===== config.mk =====
export PLATFORM = sky130hd
export DESIGN_NAME = batch_issue_sequencer
export DESIGN_NICKNAME = d
export VERILOG_FILES = /design/src/rtl/batch_issue_sequencer_pkg.sv /design/src/rtl/batch_issue_sequencer_issue_cmd_reg.sv /design/src/rtl/batch_issue_sequencer.sv
export SDC_FILE = /design/constraint.sdc
export NUM_CORES = 1
export LEC_CHECK = 0
export ABC_AREA = 1
export ABC_CLOCK_PERIOD_IN_PS = 2200
export BUFFER_PORTS_ARGS = -buffer_cell sky130_fd_sc_hd__buf_4
export CAP_MARGIN = 30
export CORE_MARGIN = 8
export CORE_UTILIZATION = 45
export DETAILED_ROUTE_END_ITERATION = 6
export PLACE_DENSITY_LB_ADDON = 0.3
export SYNTH_ARGS = -nofsm -noshare
export SYNTH_HDL_FRONTEND = slang
export SYNTH_SLANG_ARGS = --single-unit

===== constraint.sdc =====
create_clock -name clk -period 2.2 [get_ports clk]
set_input_delay 0 -clock clk [delete_from_list [all_inputs] [get_ports clk]]
set_output_delay 0 -clock clk [all_outputs]
set_load 0.01 [all_outputs]

===== src/rtl/batch_issue_sequencer_pkg.sv =====
// Shared encodings and table widths for the batch issue sequencer and its output register.
package batch_issue_sequencer_pkg;

  localparam int TBL_REQ_W  = 6;
  localparam int TBL_SRR_W  = 5;
  localparam int TBL_SBR_W  = 4;
  localparam int TBL_ROW_W  = 16;
  localparam int TBL_BG_W   = 2;
  localparam int TBL_BANK_W = 2;
  localparam int TBL_RD_LAT = 2;

  typedef enum logic [1:0] {
    CMD_NONE = 2'b00,
    CMD_ACT  = 2'b01,
    CMD_RD   = 2'b10,
    CMD_PRE  = 2'b11
  } cmd_type_e;

  typedef enum logic [3:0] {
    ST_IDLE,
    ST_RD_SBR,
    ST_RD_SRR,
    ST_RD_ROW,
    ST_ISSUE_ACT,
    ST_ISSUE_RD,
    ST_RD_REQ,
    ST_ISSUE_PRE,
    ST_DONE
  } state_e;

endpackage


===== src/rtl/batch_issue_sequencer_issue_cmd_reg.sv =====
// Single-entry valid/ready command register; fields only change when the slot is free or draining.
module issue_cmd_reg
  import batch_issue_sequencer_pkg::*;
#(
  parameter int REQ_W  = TBL_REQ_W,
  parameter int ROW_W  = TBL_ROW_W,
  parameter int BG_W   = TBL_BG_W,
  parameter int BANK_W = TBL_BANK_W
) (
  input  logic              clk,
  input  logic              rst_n,
  input  logic              push,
  input  logic [1:0]        push_type,
  input  logic [BG_W-1:0]   push_bg,
  input  logic [BANK_W-1:0] push_bank,
  input  logic [ROW_W-1:0]  push_row,
  input  logic [REQ_W-1:0]  push_req_id,
  input  logic              cmd_ready,
  output logic              cmd_valid,
  output logic [1:0]        cmd_type,
  output logic [BG_W-1:0]   cmd_bg,
  output logic [BANK_W-1:0] cmd_bank,
  output logic [ROW_W-1:0]  cmd_row,
  output logic [REQ_W-1:0]  cmd_req_id
);

  logic can_load;

  // A pending command is never overwritten until it has been accepted.
  assign can_load = !cmd_valid || cmd_ready;

  always_ff @(posedge clk or negedge rst_n) begin
    if (!rst_n) begin
      cmd_valid  <= 1'b0;
      cmd_type   <= CMD_NONE;
      cmd_bg     <= '0;
      cmd_bank   <= '0;
      cmd_row    <= '0;
      cmd_req_id <= '0;
    end else if (push && can_load) begin
      cmd_valid  <= 1'b1;
      cmd_type   <= push_type;
      cmd_bg     <= push_bg;
      cmd_bank   <= push_bank;
      cmd_row    <= push_row;
      cmd_req_id <= push_req_id;
    end else if (cmd_valid && cmd_ready) begin
      cmd_valid <= 1'b0;
    end
  end

endmodule


===== src/rtl/batch_issue_sequencer.sv =====
// Walks one SBR's SRR chain from the scheduler tables and emits ACT / RD... / PRE per SRR.
module batch_issue_sequencer
  import batch_issue_sequencer_pkg::*;
#(
  parameter int REQ_W  = TBL_REQ_W,
  parameter int SRR_W  = TBL_SRR_W,
  parameter int SBR_W  = TBL_SBR_W,
  parameter int ROW_W  = TBL_ROW_W,
  parameter int BG_W   = TBL_BG_W,
  parameter int BANK_W = TBL_BANK_W,
  parameter int RD_LAT = TBL_RD_LAT
) (
  input  logic              clk,
  input  logic              rst_n,
  input  logic              start,
  input  logic [SBR_W-1:0]  sbr_id,
  input  logic              abort,
  output logic              busy,
  output logic              done,
  output logic [SBR_W-1:0]  sbr_rd_addr,
  input  logic [SRR_W-1:0]  sbr_rd_head_srr,
  input  logic [SRR_W-1:0]  sbr_rd_row_count,
  input  logic [BG_W-1:0]   sbr_rd_bank_group,
  input  logic [BANK_W-1:0] sbr_rd_bank,
  output logic [SRR_W-1:0]  srr_rd_addr,
  input  logic [REQ_W-1:0]  srr_rd_head_req,
  input  logic [REQ_W-1:0]  srr_rd_count,
  input  logic [SRR_W-1:0]  srr_rd_next,
  output logic [REQ_W-1:0]  req_rd_addr,
  input  logic [ROW_W-1:0]  req_rd_row,
  input  logic [REQ_W-1:0]  req_rd_next,
  output logic              cmd_valid,
  input  logic              cmd_ready,
  output logic [1:0]        cmd_type,
  output logic [BG_W-1:0]   cmd_bg,
  output logic [BANK_W-1:0] cmd_bank,
  output logic [ROW_W-1:0]  cmd_row,
  output logic [REQ_W-1:0]  cmd_req_id,
  output logic [SRR_W-1:0]  rows_issued,
  output logic [REQ_W-1:0]  reqs_issued
);

  localparam int WAIT_W = (RD_LAT < 1) ? 1 : $clog2(RD_LAT + 1);

  state_e              state, state_nxt;
  logic                abort_q;
  logic [WAIT_W-1:0]   wait_cnt;
  logic                rd_state, rd_sample, hs;
  logic [SBR_W-1:0]    sbr_q;
  logic [SRR_W-1:0]    srr_ptr, rows_left, next_srr_q;
  logic [REQ_W-1:0]    req_ptr, reqs_left;
  logic [ROW_W-1:0]    row_q;
  logic [BG_W-1:0]     bg_q;
  logic [BANK_W-1:0]   bank_q;
  logic                push;
  cmd_type_e           push_type;
  logic [ROW_W-1:0]    push_row;
  logic [REQ_W-1:0]    push_req_id;

  // Table addresses come straight from the walk pointers, so they are registered.
  assign sbr_rd_addr = sbr_q;
  assign srr_rd_addr = srr_ptr;
  assign req_rd_addr = req_ptr;
  assign busy        = (state != ST_IDLE);
  assign done        = (state == ST_DONE);
  assign hs          = cmd_valid && cmd_ready;
  assign rd_state    = (state == ST_RD_SBR) || (state == ST_RD_SRR) ||
                       (state == ST_RD_ROW) || (state == ST_RD_REQ);
  assign rd_sample   = rd_state && (wait_cnt == WAIT_W'(RD_LAT));

  always_comb begin
    state_nxt   = state;
    push        = 1'b0;
    push_type   = CMD_PRE;
    push_row    = row_q;
    push_req_id = '0;
    case (state)
      ST_IDLE:      if (start) state_nxt = ST_RD_SBR;
      ST_RD_SBR:    if (rd_sample)
                      state_nxt = (sbr_rd_row_count == '0 || abort_q) ? ST_DONE : ST_RD_SRR;
      ST_RD_SRR:    if (rd_sample) state_nxt = abort_q ? ST_DONE : ST_RD_ROW;
      ST_RD_ROW:    if (rd_sample) begin
                      if (abort_q) begin
                        state_nxt = ST_DONE;
                      end else begin
                        push      = 1'b1;
                        push_type = CMD_ACT;
                        push_row  = req_rd_row;
                        state_nxt = ST_ISSUE_ACT;
                      end
                    end
      ST_ISSUE_ACT: if (hs) begin
                      push = 1'b1;
                      if (abort_q || reqs_left == '0) begin
                        state_nxt = ST_ISSUE_PRE;
                      end else begin
                        push_type   = CMD_RD;
                        push_req_id = req_ptr;
                        state_nxt   = ST_ISSUE_RD;
                      end
                    end
      ST_ISSUE_RD:  if (hs) begin
                      if (abort_q || reqs_left == REQ_W'(1)) begin
                        push      = 1'b1;
                        state_nxt = ST_ISSUE_PRE;
                      end else begin
                        state_nxt = ST_RD_REQ;
                      end
                    end
      // The row is open here, so an abort still has to close it with PRE.
      ST_RD_REQ:    if (rd_sample) begin
                      push = 1'b1;
                      if (abort_q) begin
                        state_nxt = ST_ISSUE_PRE;
                      end else begin
                        push_type   = CMD_RD;
                        push_req_id = req_rd_next;
                        state_nxt   = ST_ISSUE_RD;
                      end
                    end
      ST_ISSUE_PRE: if (hs)
                      state_nxt = (abort_q || rows_left == SRR_W'(1)) ? ST_DONE : ST_RD_SRR;
      ST_DONE:      state_nxt = ST_IDLE;
      default:      state_nxt = ST_IDLE;
    endcase
  end

  always_ff @(posedge clk or negedge rst_n) begin
    if (!rst_n) begin
      state       <= ST_IDLE;
      abort_q     <= 1'b0;
      wait_cnt    <= '0;
      sbr_q       <= '0;
      srr_ptr     <= '0;
      req_ptr     <= '0;
      rows_left   <= '0;
      reqs_left   <= '0;
      rows_issued <= '0;
      reqs_issued <= '0;
    end else begin
      state    <= state_nxt;
      abort_q  <= (state == ST_IDLE) ? 1'b0 : (abort_q | abort);
      wait_cnt <= (rd_state && !rd_sample) ? wait_cnt + 1'b1 : '0;
      case (state)
        ST_IDLE:      if (start) begin
                        sbr_q       <= sbr_id;
                        rows_issued <= '0;
                        reqs_issued <= '0;
                      end
        ST_RD_SBR:    if (rd_sample) begin
                        srr_ptr   <= sbr_rd_head_srr;
                        rows_left <= sbr_rd_row_count;
                      end
        ST_RD_SRR:    if (rd_sample) begin
                        req_ptr   <= srr_rd_head_req;
                        reqs_left <= srr_rd_count;
                      end
        ST_ISSUE_ACT: if (hs) rows_issued <= rows_issued + 1'b1;
        ST_ISSUE_RD:  if (hs) begin
                        reqs_issued <= reqs_issued + 1'b1;
                        reqs_left   <= reqs_left - 1'b1;
                      end
        ST_RD_REQ:    if (rd_sample) req_ptr <= req_rd_next;
        ST_ISSUE_PRE: if (hs) begin
                        rows_left <= rows_left - 1'b1;
                        if (state_nxt == ST_RD_SRR) srr_ptr <= next_srr_q;
                      end
        default: ;
      endcase
    end
  end

  always_ff @(posedge clk) begin
    if (state == ST_RD_SBR && rd_sample) begin
      bg_q   <= sbr_rd_bank_group;
      bank_q <= sbr_rd_bank;
    end
    if (state == ST_RD_SRR && rd_sample) next_srr_q <= srr_rd_next;
    if (state == ST_RD_ROW && rd_sample) row_q <= req_rd_row;
  end

  issue_cmd_reg #(
    .REQ_W  (REQ_W),
    .ROW_W  (ROW_W),
    .BG_W   (BG_W),
    .BANK_W (BANK_W)
  ) u_cmd_reg (
    .clk         (clk),
    .rst_n       (rst_n),
    .push        (push),
    .push_type   (push_type),
    .push_bg     (bg_q),
    .push_bank   (bank_q),
    .push_row    (push_row),
    .push_req_id (push_req_id),
    .cmd_ready   (cmd_ready),
    .cmd_valid   (cmd_valid),
    .cmd_type    (cmd_type),
    .cmd_bg      (cmd_bg),
    .cmd_bank    (cmd_bank),
    .cmd_row     (cmd_row),
    .cmd_req_id  (cmd_req_id)
  );

endmodule


==> metrics, run 1 <==
status finished with violations; failing checks DRC; Root Driver clkbuf_8; FMAX 512 MHz; Final Hold Viols 0; Syn Inst Count approximately 560; area of the core about 10000 sq um; top cells by count, synth 206 x nand2_1, 73 x dfrtp_1, 51 x nand3_1; Syn Nets 630; Worst Setup Start Kind register; share of cells above drive strength 1 ~22%; ys async rst share between 70% and 80%; initial antenna violation count 1; Ys Warns 0; number of vias per cell between 4 and 5; WP data arrival roughly 2200 ps; FF+latch count, synth between 90 and 100; Tmin final between 1500 and 2000 ps; reg2reg start wait_cnt[0]$_DFF_PN0_; number of synthesized flops with an enable pin 25; Die W roughly 120 um; Starting Density a little under half; largest net degree at the start of global routing 74; post-layout util a little under two thirds; CP delay by family, top simple AND/OR/NAND/NOR gates; Netlist cell types 33; hpwl dp about 9000 um; setup bufs post-CTS 0; cell taking the most area after synthesis dfrtp_1; leak pwr around 3.4 nW; crit path to u_cmd_reg.cmd_bg[0]$_DFFE_PN0P_; CP endpoint kind register; Slowest-stage cell, CP dfrtp_1; area fraction of the dominant cell type after synthesis 38.4%; Clock Tree Buf Depth 2; Slew headroom between 50 and 60%; P per Cell Area 482 nW/um^2; final period utilization just under 90%; R2R Path End u_cmd_reg.cmd_bg[0]$_DFFE_PN0P_; Iter 0 DRT Violations about 390; Max Clock Skew 15.4 ps; Post-DRT Antenna Nets 0; Setup TNS Final 0 ps; register area 2580 sq um; # IOs approximately 120; vias in the first global route about 4500; crit-path max FO 29; worst skew pair latency ~360 ps; Synth Area per Inst approximately 8.5 sq um; Worst path max stage delay ~400 ps; count leader, synth nand2_1; Total Routing Usage GR between 10% and 20%; DRT Pass-1 Iters 7; CP Launch Point wait_cnt[0]$_DFF_PN0_; Via Count ~4400; area occupied by multi-input gates between 1500 and 2000 sq um; GP Congestion slightly below 0.9; total wire length 13000 um; Die ar. 14100 sq um; WP depth 10; fillers around 890; Rows 37; Area contributors post-synth dfrtp_1 38%, nand2_1 16%, edfxtp_1 16%, nand3_1 5.4%, inv_1 3.3%; post-synthesis sequential area ratio 54.2%; unrepaired setup endpoints after global routing false; nets 810; TritonCTS clock tree built; H-tree levels 3; Top FF cell, synth dfrtp_1; port bufs 118; Area Growth Syn to Fin 37.7%; Die H roughly 120 um; Syn Std Cell Area 4760 sq um; CP required around 2500 ps; post-CTS resize count 0; max-slew violations 0; HP Class in2reg; Setup CP Type reg2reg; Setup-failing EPs final 0; Sink Count between 90 and 100; Residual DRC 3; Max-cap violations 0; first-pass GRT wire length ~22000 um; aggregate global routing overflow 0; WL/cell 14.8 um; r2r setup slk 250 ps; Clk pin slew, worst setup/hold paths 110 ps; Worst-Margin Slew 618 ps; FF-to-FF path depth 10; Buf/Inv on CP 2; maximum vdd drop roughly 0.36 mV; CP cell instances inv_1, ha_1, nand4_2, nor2_4, nor2_1, nand2_2, nand2_2, buf_4, nand2_1, nand2_1; CTS Buf Count 9
## worst reg2reg max path, cell delays in order (launching register included)
cell,delay (ps)
dfrtp_1,400
inv_1,60
ha_1,300
nand4_2,180
nor2_4,280
nor2_1,90
nand2_2,100
nand2_2,50
buf_4,230
nand2_1,110
nand2_1,50
## how the worst min path moves through the flow
stage                              from                         end  slack (ps)  cells past startpoint
floorplan                         rst_n           abort_q$_DFF_PN0_        -300                      0
global placement         srr_rd_next[3]     next_srr_q[3]$_DFFE_PP_         180                      1
detailed placement       srr_rd_next[3]     next_srr_q[3]$_DFFE_PP_         180                      1
CTS                 sbr_rd_row_count[4]    rows_left[4]$_DFFE_PN0P_          30                      5
global route                      start  sbr_rd_addr[1]$_DFFE_PN0P_          60                      4
finish                            start  sbr_rd_addr[0]$_DFFE_PN0P_          40                      4
## cells in the final DEF (no fill, tap or decap), types with 7 or more instances in the layout
master         netlist  final
nor2_1              37     37
dlygate4sd3_1        0     58
dfrtp_1             73     73
a31oi_1              7      7
inv_1               42     42
nand2_1            206    206
ha_1                 7      7
edfxtp_1            25     25
o21ai_0             30     30
nand2_2              8      8
clkbuf_8             0      9
nand3_1             51     51
buf_4                3    129
nand4_1             16     16
## flip-flops by register name, summed over array words and instances (netlist names)
signal                cells
u_cmd_reg.cmd_type        2
row_q                    16
reqs_left                 6
u_cmd_reg.cmd_row        16
next_srr_q                5
u_cmd_reg.cmd_req_id      6
req_rd_addr               6
rows_left                 5
abort_q                   1
sbr_rd_addr               4
srr_rd_addr               5
rows_issued               5
state                     4
u_cmd_reg.cmd_bg          2
reqs_issued               6
u_cmd_reg.cmd_bank        2
bg_q                      2
bank_q                    2
wait_cnt                  2
u_cmd_reg.cmd_valid       1
## metal layers
| layer | track usage (%) | vias to the layer above | routed length [um] |
|---|---|---|---|
| met4 | 4.98 | 0 | 176 |
| met2 | 32.2 | 159 | 6290 |
| met3 | 5.34 | 13 | 920 |
| met1 | 23.1 | 2042 | 5650 |
| met5 | 0 | - | 0 |
| li1 | - | 2184 | - |
## kinds of logic (layout without fill, tap and decap cells)
group | Yosys count | count (layout) | synth area share, %
compound gates | 50 | 50 | 5.76
xor+xnor | 5 | 5 | 0.920
fa+ha+maj | 7 | 7 | 1.84
buf+inv | 65 | 250 | 6.36
flops | 98 | 98 | 54.2
mux | 5 | 5 | 1.05
other cells | 0 | 1 | 0
simple gates | 331 | 331 | 29.9
## cell type report
| cell class | count | share of cell area (%) |
|---|---|---|
| diodes | 1 | 0.0382 |
| clock buffers | 9 | 1.89 |
| clock inverters | 7 | 0.783 |
| inverters | 46 | 2.64 |
| multi-input cells | 398 | 28.7 |
| flip-flops and latches | 98 | 39.3 |
| well taps | 136 | 2.60 |
| repair buffers | 188 | 24.1 |
## stage by stage
stage | instances | area, sq um | setup WS, ps | hold WS (ps) | power (mW)
2_1_floorplan | 561 | 4760 | 570 | -296 | 1.91
3_3_place_gp | 807 | 5770 | 268 | 178 | 2.03
3_5_place_dp | 807 | 5770 | 293 | 179 | 2.03
4_1_cts | 880 | 6510 | 231 | 28.1 | 3.18
5_1_grt | 883 | 6550 | 37.4 | 55.1 | 3.29
6_report | 883 | 6550 | 248 | 44.7 | 3.16
## power by group
| group | switching [mW] | total (mW) | internal (mW) |
|---|---|---|---|
| Sequential | 0.000000000000000116 | 1.86 | 1.86 |
| Clock | 0.654 | 1.07 | 0.420 |
| Combinational | 0.0770 | 0.221 | 0.144 |
| Total | 0.732 | 3.16 | 2.43 |
## repair_timing
action	in CTS	in global routing
endpoints found under the hold margin	138	2
hold buffers	57	1
endpoints found under the setup margin	0	0
(Power assumes the default switching activity.)
==> run 2: changes to the inputs <==
--- a/config.mk
+++ b/config.mk
@@ -12,6 +12,7 @@
 export CORE_MARGIN = 8
 export CORE_UTILIZATION = 45
 export DETAILED_ROUTE_END_ITERATION = 6
+export MAX_ROUTING_LAYER = met4
 export PLACE_DENSITY_LB_ADDON = 0.3
 export SYNTH_ARGS = -nofsm -noshare
 export SYNTH_HDL_FRONTEND = slang
==> metrics, run 2 (synthesis results as in run 1) <==
status finished, final reports clean (was finished with violations); CP cell instances inv_1, nor2_1, nand2_2, o21ai_0, nand2_1, inv_1, nand2_1, inv_1 (was inv_1, ha_1, nand4_2, nor2_4, nor2_1, nand2_2, nand2_2, buf_4, nand2_1, nand2_1); Slew headroom 58.3% (was 58.8%); Die ar. 14100 sq um (unchanged); initial antenna violation count 0 (was 1); Rows 37 (unchanged); Worst-Margin Slew 624 ps (was 618 ps); share of cells above drive strength 1 21.9% (was 22.0%); final period utilization 88.3% (was 88.7%); Setup-failing EPs final 0 (unchanged); worst skew pair latency 360 ps (about the same); nets 807 (was 810); Post-DRT Antenna Nets 0 (unchanged); final instance area 6520 sq um (was 6550 sq um); Starting Density 46.3% (unchanged); first-pass GRT wire length 21400 um (was 22200 um); reg2reg start state[1]$_DFF_PN0_ (was wait_cnt[0]$_DFF_PN0_); Iter 0 DRT Violations 375 (was 388); GP Congestion 0.888 (was 0.873); vias in the first global route 4419 (was 4545); r2r setup slk 260 ps (was 250 ps); P per Cell Area 481 nW/um^2 (was 482 nW/um^2); setup bufs post-CTS 0 (unchanged); Setup TNS Final 0 ps (unchanged); Clk pin slew, worst setup/hold paths 90 ps (was 110 ps); Max-cap violations 0 (unchanged); Via Count 4341 (was 4398); HP Class in2reg (unchanged); DP Area 5760 sq um (was 5770 sq um); Setup CP Type reg2reg (unchanged); largest registers row_q: 16 flops, u_cmd_reg.cmd_row: 16 flops (unchanged); # IOs 119 (unchanged); CP Launch Point state[1]$_DFF_PN0_ (was wait_cnt[0]$_DFF_PN0_); Worst Slack Setup Final 257 ps (was 248 ps); R2R Path End bank_q[0]$_DFFE_PP_ (was u_cmd_reg.cmd_bg[0]$_DFFE_PN0P_); maximum vdd drop 0.271 mV (was 0.356 mV); Hold Buf Count CTS 56 (was 57); crit path to bank_q[0]$_DFFE_PP_ (was u_cmd_reg.cmd_bg[0]$_DFFE_PN0P_); Die H 119 um (unchanged); fillers 874 (was 888); H-tree levels 3 (unchanged); Clock Tree Buf Depth 2 (unchanged); dpl ws 272 ps (was 293 ps); commonest non-fill, non-tap cell in the layout nand2_1 (unchanged); Slowest-stage cell, CP dfrtp_1 (unchanged); TritonCTS clock tree built (unchanged); Worst path max stage delay 520 ps (was 400 ps); Die W 119 um (unchanged); port bufs 118 (unchanged); leak pwr 3.34 nW (was 3.36 nW); WL/cell 14.5 um (was 14.8 um); Sink Count 98 (unchanged); CP delay by family, top simple AND/OR/NAND/NOR gates (unchanged); Final Hold Viols 0 (unchanged); FF-to-FF path depth 8 (was 10); area occupied by multi-input gates 1880 sq um (unchanged); number of vias per cell 4.94 (was 4.98); most frequent cells in the layout 206 x nand2_1, 128 x buf_4, 73 x dfrtp_1 (was 206 x nand2_1, 129 x buf_4, 73 x dfrtp_1); CTS Buf Count 9 (unchanged); post-CTS resize count 0 (unchanged); crit-path max FO 9 (was 29); register area 2580 sq um (unchanged); Worst Setup Start Kind register (unchanged); WP data arrival 2000 ps (was 2200 ps); Total Routing Usage GR 18.6% (was 18.9%); FMAX 515 MHz (was 512 MHz); Residual DRC 0 (was 3); CP endpoint kind register (unchanged); unrepaired setup endpoints after global routing false (unchanged); aggregate global routing overflow 0 (unchanged); WP depth 8 (was 10); DRT Pass-1 Iters 4 (was 7); Tmin final 1940 ps (was 1950 ps); CP required 2260 ps (was 2450 ps); area of the core 10300 sq um (unchanged); Root Driver clkbuf_8 (unchanged); hpwl dp 9060 um (was 9070 um); largest net degree at the start of global routing 74 (unchanged); max-slew violations 0 (unchanged); Area Growth Syn to Fin 37.1% (was 37.7%); diode count 0 (was 1); Max Clock Skew 8.41 ps (was 15.4 ps); Buf/Inv on CP 3 (was 2); total wire length 12700 um (was 13000 um); Design Power 3.14 mW (was 3.16 mW); crit-path most repeated cell inv_1
## run 2: layout make-up
| type | count | share of cell area, % |
|---|---|---|
| sequential | 98 | 39.5 |
| timing repair buffer | 185 | 23.7 |
| inverter | 46 | 2.65 |
| clock inverter | 6 | 0.748 |
| clock buffer | 10 | 1.96 |
| multi-input combinational | 398 | 28.8 |
| tap | 136 | 2.61 |
## run 2: worst min-delay path: cells and delay by family
kind / cells / cell delay (ps)
buffers and inverters: 1 / 110
AO/OA/AOI/OAI: 2 / 230
## run 2: worst min path at each step
| stage | start | endpoint | slack [ps] | cells past startpoint |
|---|---|---|---|---|
| detailed placement | srr_rd_next[1] | next_srr_q[1]$_DFFE_PP_ | 180 | 1 |
| finish | srr_rd_count[2] | reqs_left[2]$_DFFE_PN0P_ | 20 | 3 |
| floorplan | rst_n | abort_q$_DFF_PN0_ | -300 | 0 |
| global placement | srr_rd_next[3] | next_srr_q[3]$_DFFE_PP_ | 180 | 1 |
| CTS | srr_rd_count[2] | reqs_left[2]$_DFFE_PN0P_ | 6 | 3 |
| global route | srr_rd_count[2] | reqs_left[2]$_DFFE_PN0P_ | 20 | 3 |
## run 2: where the power goes
| group | internal (mW) | switching, mW | leakage [nW] |
|---|---|---|---|
| sequential | 1.86 | 0.000000000000000114 | 1.12 |
| clock | 0.421 | 0.636 | 0.0795 |
| combinational | 0.142 | 0.0735 | 2.14 |
## run 2: layer usage
metal	vias to the layer above	global-route usage, %	part of all wire [%]
met1	2016	23.0	44
met2	134	30.6	49
met4	0	3.95	0.74
met5	-	-	0
li1	2180	-	-
met3	11	4.53	6.4
## run 2: metrics by stage
step | std cells | hold WS (ps) | util, %
after floorplan | 561 | -296 | -
after global placement | 806 | 178 | 56.0
after detailed placement | 806 | 180 | 56.0
after CTS | 878 | 6.16 | 63.2
after global routing | 879 | 21.8 | 63.5
final | 879 | 17.7 | 63.5
